**config.mk**
```make
export PLATFORM = sky130hd
export DESIGN_NAME = control_sequencer
export DESIGN_NICKNAME = d
export VERILOG_FILES = /design/src/rtl/control_sequencer.sv
export SDC_FILE = /design/constraint.sdc
export NUM_CORES = 1
export LEC_CHECK = 0
export CORE_MARGIN = 4
export CORE_UTILIZATION = 38
export CTS_CLUSTER_DIAMETER = 80
export DETAILED_ROUTE_END_ITERATION = 10
export PLACE_DENSITY = 0.81
export SKIP_LAST_GASP = 1
export SLEW_MARGIN = 20
export SYNTH_ARGS = -nofsm -noshare
export SYNTH_HDL_FRONTEND = slang
export SYNTH_SLANG_ARGS = --single-unit
```
**constraint.sdc**
```tcl
create_clock -name clk -period 4.1 [get_ports clk]
set_input_delay 1.23 -clock clk [delete_from_list [all_inputs] [get_ports clk]]
set_output_delay 1.23 -clock clk [all_outputs]
set_load 0.05 [all_outputs]
```
**src/rtl/control_sequencer.sv**
```systemverilog
// Hardwired fetch/execute control unit for the CPU datapath.
// One state per clock; all strobes are a Moore decode of the state register and IR.
module control_sequencer #(
    parameter int NUM_REGS = 16,
    parameter int CNT_W    = 16
) (
    input  logic                clk,
    input  logic                clr,
    input  logic                Run,
    input  logic [31:0]         IR,
    output logic [NUM_REGS-1:0] Rin,
    output logic [NUM_REGS-1:0] Rout,
    output logic                PCout,
    output logic                PCin,
    output logic                IncPC,
    output logic                MARin,
    output logic                MDRin,
    output logic                MDRout,
    output logic                Read,
    output logic                IRin,
    output logic                Yin,
    output logic                Zin,
    output logic                ZLOout,
    output logic                ZHIout,
    output logic                Loin,
    output logic                HIin,
    output logic [4:0]          ALUSelection,
    output logic                Halted,
    output logic                Illegal,
    output logic [CNT_W-1:0]    instr_count
);

    typedef enum logic [3:0] {
        S_IDLE,
        S_T0,
        S_T1,
        S_T2,
        S_T3,
        S_T4,
        S_T5,
        S_T6,
        S_HALT
    } state_t;

    localparam logic [4:0] OP_MUL  = 5'b10000;
    localparam logic [4:0] OP_DIV  = 5'b10001;
    localparam logic [4:0] OP_NOP  = 5'b11000;
    localparam logic [4:0] OP_HALT = 5'b11001;

    state_t           state_q, state_d;
    logic [CNT_W-1:0] cnt_q, cnt_d;

    logic [4:0] opcode;
    logic [3:0] ra, rb, rc;
    logic       is_rtype, is_muldiv, is_nop, is_halt, is_illegal;
    logic       retire;
    logic       unused_ir;

    assign opcode    = IR[31:27];
    assign ra        = IR[26:23];
    assign rb        = IR[22:19];
    assign rc        = IR[18:15];
    assign unused_ir = ^IR[14:0];

    assign is_rtype   = ~opcode[4];
    assign is_muldiv  = (opcode == OP_MUL) || (opcode == OP_DIV);
    assign is_nop     = (opcode == OP_NOP);
    assign is_halt    = (opcode == OP_HALT);
    assign is_illegal = ~is_rtype & ~is_muldiv & ~is_nop & ~is_halt;

    // Register index outside NUM_REGS selects nothing rather than aliasing.
    function automatic logic [NUM_REGS-1:0] reg_onehot(input logic [3:0] idx);
        logic [NUM_REGS-1:0] oh;
        oh = '0;
        for (int i = 0; i < NUM_REGS; i++) begin
            oh[i] = (int'(idx) == i);
        end
        return oh;
    endfunction

    always_comb begin
        state_d = state_q;
        cnt_d   = cnt_q;
        retire  = 1'b0;
        case (state_q)
            S_IDLE: if (Run) state_d = S_T0;
            S_T0:   state_d = S_T1;
            S_T1:   state_d = S_T2;
            S_T2:   state_d = S_T3;
            S_T3: begin
                if (is_rtype || is_muldiv) state_d = S_T4;
                else if (is_halt)          state_d = S_HALT;
                else                       retire  = 1'b1;
            end
            S_T4:   state_d = S_T5;
            S_T5: begin
                if (is_muldiv) state_d = S_T6;
                else           retire  = 1'b1;
            end
            S_T6:   retire  = 1'b1;
            S_HALT: state_d = S_HALT;
            default: state_d = S_IDLE;
        endcase
        if (retire) begin
            state_d = Run ? S_T0 : S_IDLE;
            cnt_d   = cnt_q + 1'b1;
        end
    end

    always_ff @(posedge clk or posedge clr) begin
        if (clr) begin
            state_q <= S_IDLE;
            cnt_q   <= '0;
        end else begin
            state_q <= state_d;
            cnt_q   <= cnt_d;
        end
    end

    always_comb begin
        Rin          = '0;
        Rout         = '0;
        PCout        = 1'b0;
        PCin         = 1'b0;
        IncPC        = 1'b0;
        MARin        = 1'b0;
        MDRin        = 1'b0;
        MDRout       = 1'b0;
        Read         = 1'b0;
        IRin         = 1'b0;
        Yin          = 1'b0;
        Zin          = 1'b0;
        ZLOout       = 1'b0;
        ZHIout       = 1'b0;
        Loin         = 1'b0;
        HIin         = 1'b0;
        ALUSelection = 5'b0;
        Halted       = 1'b0;
        Illegal      = 1'b0;
        case (state_q)
            S_T0: begin
                PCout = 1'b1;
                MARin = 1'b1;
                IncPC = 1'b1;
                Zin   = 1'b1;
            end
            S_T1: begin
                ZLOout = 1'b1;
                PCin   = 1'b1;
                Read   = 1'b1;
                MDRin  = 1'b1;
            end
            S_T2: begin
                MDRout = 1'b1;
                IRin   = 1'b1;
            end
            S_T3: begin
                if (is_rtype) begin
                    Rout = reg_onehot(rb);
                    Yin  = 1'b1;
                end else if (is_muldiv) begin
                    Rout = reg_onehot(ra);
                    Yin  = 1'b1;
                end else if (is_illegal) begin
                    Illegal = 1'b1;
                end
            end
            S_T4: begin
                if (is_rtype || is_muldiv) begin
                    Rout         = is_rtype ? reg_onehot(rc) : reg_onehot(rb);
                    Zin          = 1'b1;
                    ALUSelection = opcode;
                end
            end
            S_T5: begin
                ZLOout = 1'b1;
                if (is_muldiv) Loin = 1'b1;
                else           Rin  = reg_onehot(ra);
            end
            S_T6: begin
                ZHIout = 1'b1;
                HIin   = 1'b1;
            end
            S_HALT: Halted = 1'b1;
            default: ;
        endcase
    end

    assign instr_count = cnt_q;

endmodule

```
Yosys cells after proc, flatten, opt, wreduce, memory -nomap -nowiden
Cells that the tools add are included.

Add/sub/neg operators: 1. Multiply operators: 0. Divide/modulo/power cells: 0. $lt $le $gt $ge: 0. Eq/ne operators: 61. Shifts and indexed selects: 0. Mux-type cells: 36. Bitwise operators: 7. Reduce and logical (&&, ||, !) cells: 8.

Operator list (count): $eq 4x4->1 const B (25); $mux 16 (6); $eq 4x3->1 const B (16); $pmux 4 s9 (1); $eq 4x2->1 const B (8); $pmux 16 s2 (1); $eq 5x5->1 const B (4); $mux 4 (5); $mux 1 (19); $add 16x1->16 const B (1); $eq 4x1->1 const B (4); $logic_not 4->1 (4); $mux 5 (2); $ne 3x3->1 const B (2); $ne 4x4->1 const B (1); $not 1->1 (4); $reduce_and 4->1 (1); $and 1x1->1 (3); $pmux 1 s3 (1); $logic_or 1x1->1 (2); $ne 2x2->1 const B (1); $pmux 1 s2 (1); $reduce_or 2->1 (1).

Bits in registers: 20. Bits in latches: 0. Bits in writable memories: 0. Memory bits (read-only): 0. Input bits: 35. Output and inout port bits: 69. Logic and storage cells: 115. Memories kept: 0.

Logic depth before layout (Yosys ltp)
Depth in word-level cells: 10. Depth in mapped cells: 7. Gate-level depth less buffers: 5.

Least setup slack after synthesis
No wires, ideal clock.

Path type: input -> output. Start: input port IR[28]. End: output port Rout[1]. Arrival: 3.230 ns. Required time: 2.870 ns. Setup slack: -0.360 ns. Cell stages on the path: 4. Buffers on the path: 0. Path through: or4b_4 o22ai_4 nand3b_1 o21ai_0.

Word-level cells in the longest chain between the ends: 5. Elaborated cells on any way between the ends: 8. Classes of those cells: 2 x eq/ne; 4 x mux; 2 x reduce/logical.

RTL lines: start: declaration (RTL line 10) `input logic [31:0] IR,`; $eq 5x5->1 (RTL line 66) `assign is_muldiv = (opcode == OP_MUL) || (opcode == OP_DIV);`; $logic_or 1x1->1 * (RTL line 66); $mux 16 / $logic_or 1x1->1 (equally long branches) (RTL line 161, 169); $mux 16 (on tied branches) (RTL line 158, 169); $pmux 16 s2 * (RTL line 140) `case (state_q)`; end: declaration (RTL line 12) `output logic [NUM_REGS-1:0] Rout,`.

Mark *: on every way between the ends. The rest lies on a longest branch, timed or not.

Worst setup path after layout
Start: input port IR[30]. End: output port Rout[12].

Same word-level chain as after synthesis.

==> results.rst <==
.. list-table::
   :header-rows: 1

   * - Metric
     - Value
   * - Startpoint of the most critical register-to-register path
     - state_q[2]
   * - Slowest cell delay on critical path
     - ~0.56 ns
   * - Filler Cell Count
     - 287
   * - Compound-cell area share of the yosys netlist
     - 0.1625
   * - Relative max-transition margin
     - 0.4988
   * - Top-level port count
     - 104
   * - Routed vias/inst
     - ~5.7
   * - Wire length per cell after detailed routing
     - about 17 um
   * - Cell type with the highest aggregate area in the netlist
     - sky130_fd_sc_hd__dfrtp_1
   * - Hold Violations, Final
     - 0
   * - Total global routing overflow
     - 0
   * - YS warnings
     - 0
   * - Vias in the first global route
     - 2015
   * - Adder-Cell Fraction of Synth Area
     - 0.007158
   * - Worst setup path startpoint
     - IR[30]
   * - Layout cell share with drive strength beyond 1
     - 0.3301
   * - CP startpoint kind
     - input pin
   * - Initial core utilization
     - 0.3960
   * - Final ANT Viol Nets
     - 0
   * - Total clock buffers created by CTS
     - 3
   * - Total global-route track usage
     - 0.2084
   * - Area growth from synthesis to layout
     - 90.91%
   * - Critical path, cell by cell
     - buf_6 -> or4b_4 -> o22ai_4 -> or3b_4 -> o221ai_4 -> buf_12
   * - Clock tree from TritonCTS
     - built
   * - CTS Hold Bufs
     - 0
   * - Clock latency on the worst-skew pair
     - 0.25 ns
   * - Final min period
     - 4.180 ns
   * - Chip width
     - 75.82 um
   * - Top-count cell post-synth
     - sky130_fd_sc_hd__nor2_1
   * - Combined flip-flop and latch cell area
     - 500.5 um2
   * - Simple-gate share of the synthesized area
     - 0.3865
   * - Worst R2R End
     - instr_count[8]
   * - Final Power
     - approximately 1.3 mW
   * - Initial antenna violation count
     - 0
   * - Path depth of the worst reg2reg path
     - 5
   * - Area of the die
     - approximately 5700 um2
   * - Power density over the cells
     - 386.0 nW/um2
   * - Slew of the pin with the lowest slew margin
     - 0.7502 ns
   * - Min setup slack post-route
     - -0.08018 ns
   * - Length of the first detailed-routing pass in iterations
     - 4
   * - Number of vias after detailed routing
     - 2082
   * - Violated checks
     - setup timing
   * - Num rows
     - 24
   * - Worst-path clk slew
     - 0.07 ns
   * - Ys async rst share
     - 1.000
   * - Synth Net Count
     - 256
   * - Summed instance area of the synthesized netlist
     - 1748 um2
   * - Top cells by area, synth
     - sky130_fd_sc_hd__dfrtp_1 29%, sky130_fd_sc_hd__xnor2_1 7.0%, sky130_fd_sc_hd__nor2_1 6.9%
   * - Most common library cells after synthesis
     - 32 x sky130_fd_sc_hd__nor2_1, 20 x sky130_fd_sc_hd__dfrtp_1, 18 x sky130_fd_sc_hd__nand2_1
   * - Post-synthesis cell count
     - 220
   * - Data arrival time of the worst path
     - approximately 3 ns
   * - CP Buf/Inv Count
     - 2
   * - Die Y-Extent
     - 75.82 um
   * - Slack of the worst reg-to-reg path
     - 2.02 ns
   * - Critical path start-end classification
     - input pin to primary output
   * - Count of buffers inserted at the top-level ports
     - 88
   * - Max FO, Critical Path
     - 4
   * - Highest achievable clock rate
     - 0.2392 GHz
   * - Placement Cell Area
     - 3217 um2
   * - Worst ir drop on vdd
     - 600.5 uV
   * - Level count of the clock H-tree
     - 1
   * - GPL Wtd Cong
     - 0.8861
   * - Synthesized flop and latch total
     - 20
   * - N_diodes
     - 0
   * - Root buffer selected by CTS
     - sky130_fd_sc_hd__clkbuf_8
   * - Floorplan core area
     - about 4400 um2
   * - Remaining routing DRC violations
     - 0
   * - End of the critical path
     - Rout[12]
   * - Clk sink count
     - 20
   * - Largest net degree at the start of global routing
     - 21
   * - Initial detailed-routing violation count
     - 152
   * - Max Cap Viol
     - 0
   * - Outcome
     - finished, violations left
   * - Ratio of final minimum period to clock period
     - 1.020
   * - Combinational family with the most area after synthesis
     - simple AND/OR/NAND/NOR gates
   * - Mapped Avg Cell Area
     - 7.945 um2
   * - Clk_skew
     - approximately 0.0014 ns
   * - Fraction of synthesized area in multiplexers
     - 0.006442
   * - Worst path depth
     - 6
   * - Register area share after synthesis
     - 0.2863
   * - CTS Buffer Depth
     - 2
   * - Xor/xnor share of the synthesized area
     - 0.08017
   * - Hold WS
     - 0.4860 ns
   * - Highest-delay cell along the critical path
     - sky130_fd_sc_hd__or4b_4
   * - First-pass GRT wire length
     - between 9000 and 10000 um
   * - Critical path endpoint category
     - primary output
   * - Crit-path leading delay family
     - simple AND/OR/NAND/NOR gates
   * - Required time at the endpoint of the critical path
     - 2.87 ns
   * - Area fraction of the dominant cell type after synthesis
     - 0.2863
   * - RSZ-0062 raised after global routing
     - true
   * - Number of enable-type register cells in the synthesized netlist
     - 0
   * - Number of pins exceeding their max-slew limit in the final report
     - 0
   * - Area of the multi-input gates
     - 1287 um2
   * - Predominant post-synthesis flop cell
     - sky130_fd_sc_hd__dfrtp_1
   * - Final nets
     - 349
   * - Minimum setup slack after placement
     - -0.4695 ns
   * - Total negative slack for setup checks
     - -0.6150 ns
   * - Number of distinct library cells after synthesis
     - 44
   * - Min-Delay Path Class
     - flip-flop to flip-flop
   * - Setup violations, final
     - 15
   * - Total detailed-routing wirelength
     - 6052 um
   * - Layout Cell Area excl Fill
     - 3337 um2
   * - Leakage
     - between 1 and 1.5 nW
   * - Dpl hpwl
     - 4811 um
what timing repair did:
action,4_1_cts,5_1_grt
endpoints found under the hold margin,0,0
pin swaps,8,4
setup endpoints to repair,32,21
resized for setup,22,7
setup buffers,1,2
gates cloned,0,0
cell usage in the layout (no fill, tap or decap), types with 3 or more instances in the layout:
master,netlist,layout
sky130_fd_sc_hd__nand4_1,11,11
sky130_fd_sc_hd__buf_6,2,3
sky130_fd_sc_hd__dfrtp_1,20,20
sky130_fd_sc_hd__buf_4,7,14
sky130_fd_sc_hd__nand3_1,7,7
sky130_fd_sc_hd__buf_2,3,3
sky130_fd_sc_hd__a22oi_1,9,4
sky130_fd_sc_hd__xnor2_1,14,14
sky130_fd_sc_hd__and2_1,4,4
sky130_fd_sc_hd__a22oi_2,0,5
sky130_fd_sc_hd__nand2_1,18,18
sky130_fd_sc_hd__and3_1,3,3
sky130_fd_sc_hd__clkdlybuf4s50_1,0,43
sky130_fd_sc_hd__nor3b_1,5,4
sky130_fd_sc_hd__nor2_1,32,32
sky130_fd_sc_hd__nor3_2,0,4
sky130_fd_sc_hd__o221ai_4,0,3
sky130_fd_sc_hd__clkbuf_8,0,4
sky130_fd_sc_hd__inv_1,5,5
sky130_fd_sc_hd__nand3b_1,4,4
sky130_fd_sc_hd__buf_12,0,40
sky130_fd_sc_hd__o21ai_2,0,11
sky130_fd_sc_hd__nor3_1,17,13
sky130_fd_sc_hd__nand2b_1,6,5
power by group:
part	switching, mW	internal, mW
clock	0.0581	0.0853
sequential	0.0800	0.238
combinational	0.525	0.302
kinds of logic (layout without fill, tap and decap cells):
logic type / after synthesis / in the layout
AO/OA/AOI/OAI: 39 / 39
buffers and inverters: 21 / 113
adder cells (fa/ha/maj): 1 / 1
AND/OR/NAND/NOR: 122 / 122
XOR/XNOR: 16 / 16
multiplexers: 1 / 1
flip-flops: 20 / 20
through the flow:
| step | cells | util |
|---|---|---|
| after floorplan | 220 | - |
| after global placement | 357 | 0.7287 |
| after detailed placement | 357 | 0.7287 |
| after global routing | 364 | 0.7560 |
| after CTS | 362 | 0.7474 |
| final | 364 | 0.7560 |
worst min-delay path by stage:
stage               cells after the start  slack [ns]            start         endpoint
finish                                  1        0.49  instr_count[15]  instr_count[15]
CTS                                     1        0.48  instr_count[15]  instr_count[15]
global route                            1        0.51  instr_count[15]  instr_count[15]
global placement                        1        0.46  instr_count[15]  instr_count[15]
floorplan                               2        0.52       state_q[0]       state_q[3]
detailed placement                      1        0.47  instr_count[15]  instr_count[15]
flip-flops by register name, summed over array words and instances (netlist names):
signal       cells
instr_count     16
state_q          4
per-layer routing:
| metal | up-vias | routed length [um] | global-route usage |
|---|---|---|---|
| met3 | 12 | 460 | 0.01583 |
| met5 | - | 0 | 0 |
| li1 | 979 | - | - |
| met1 | 986 | 2254 | 0.2520 |
| met4 | 0 | 146 | 0.05631 |
| met2 | 105 | 3190 | 0.3916 |
final cells by class:
cell class / instances / share of cell area
clock buffer: 4 / 0.01650
inverter: 5 / 0.005624
multi-input combinational: 179 / 0.3858
sequential: 20 / 0.1500
tap: 52 / 0.01950
timing repair buffer: 104 / 0.4226
No activity file was read; power rests on OpenSTA's default activity.
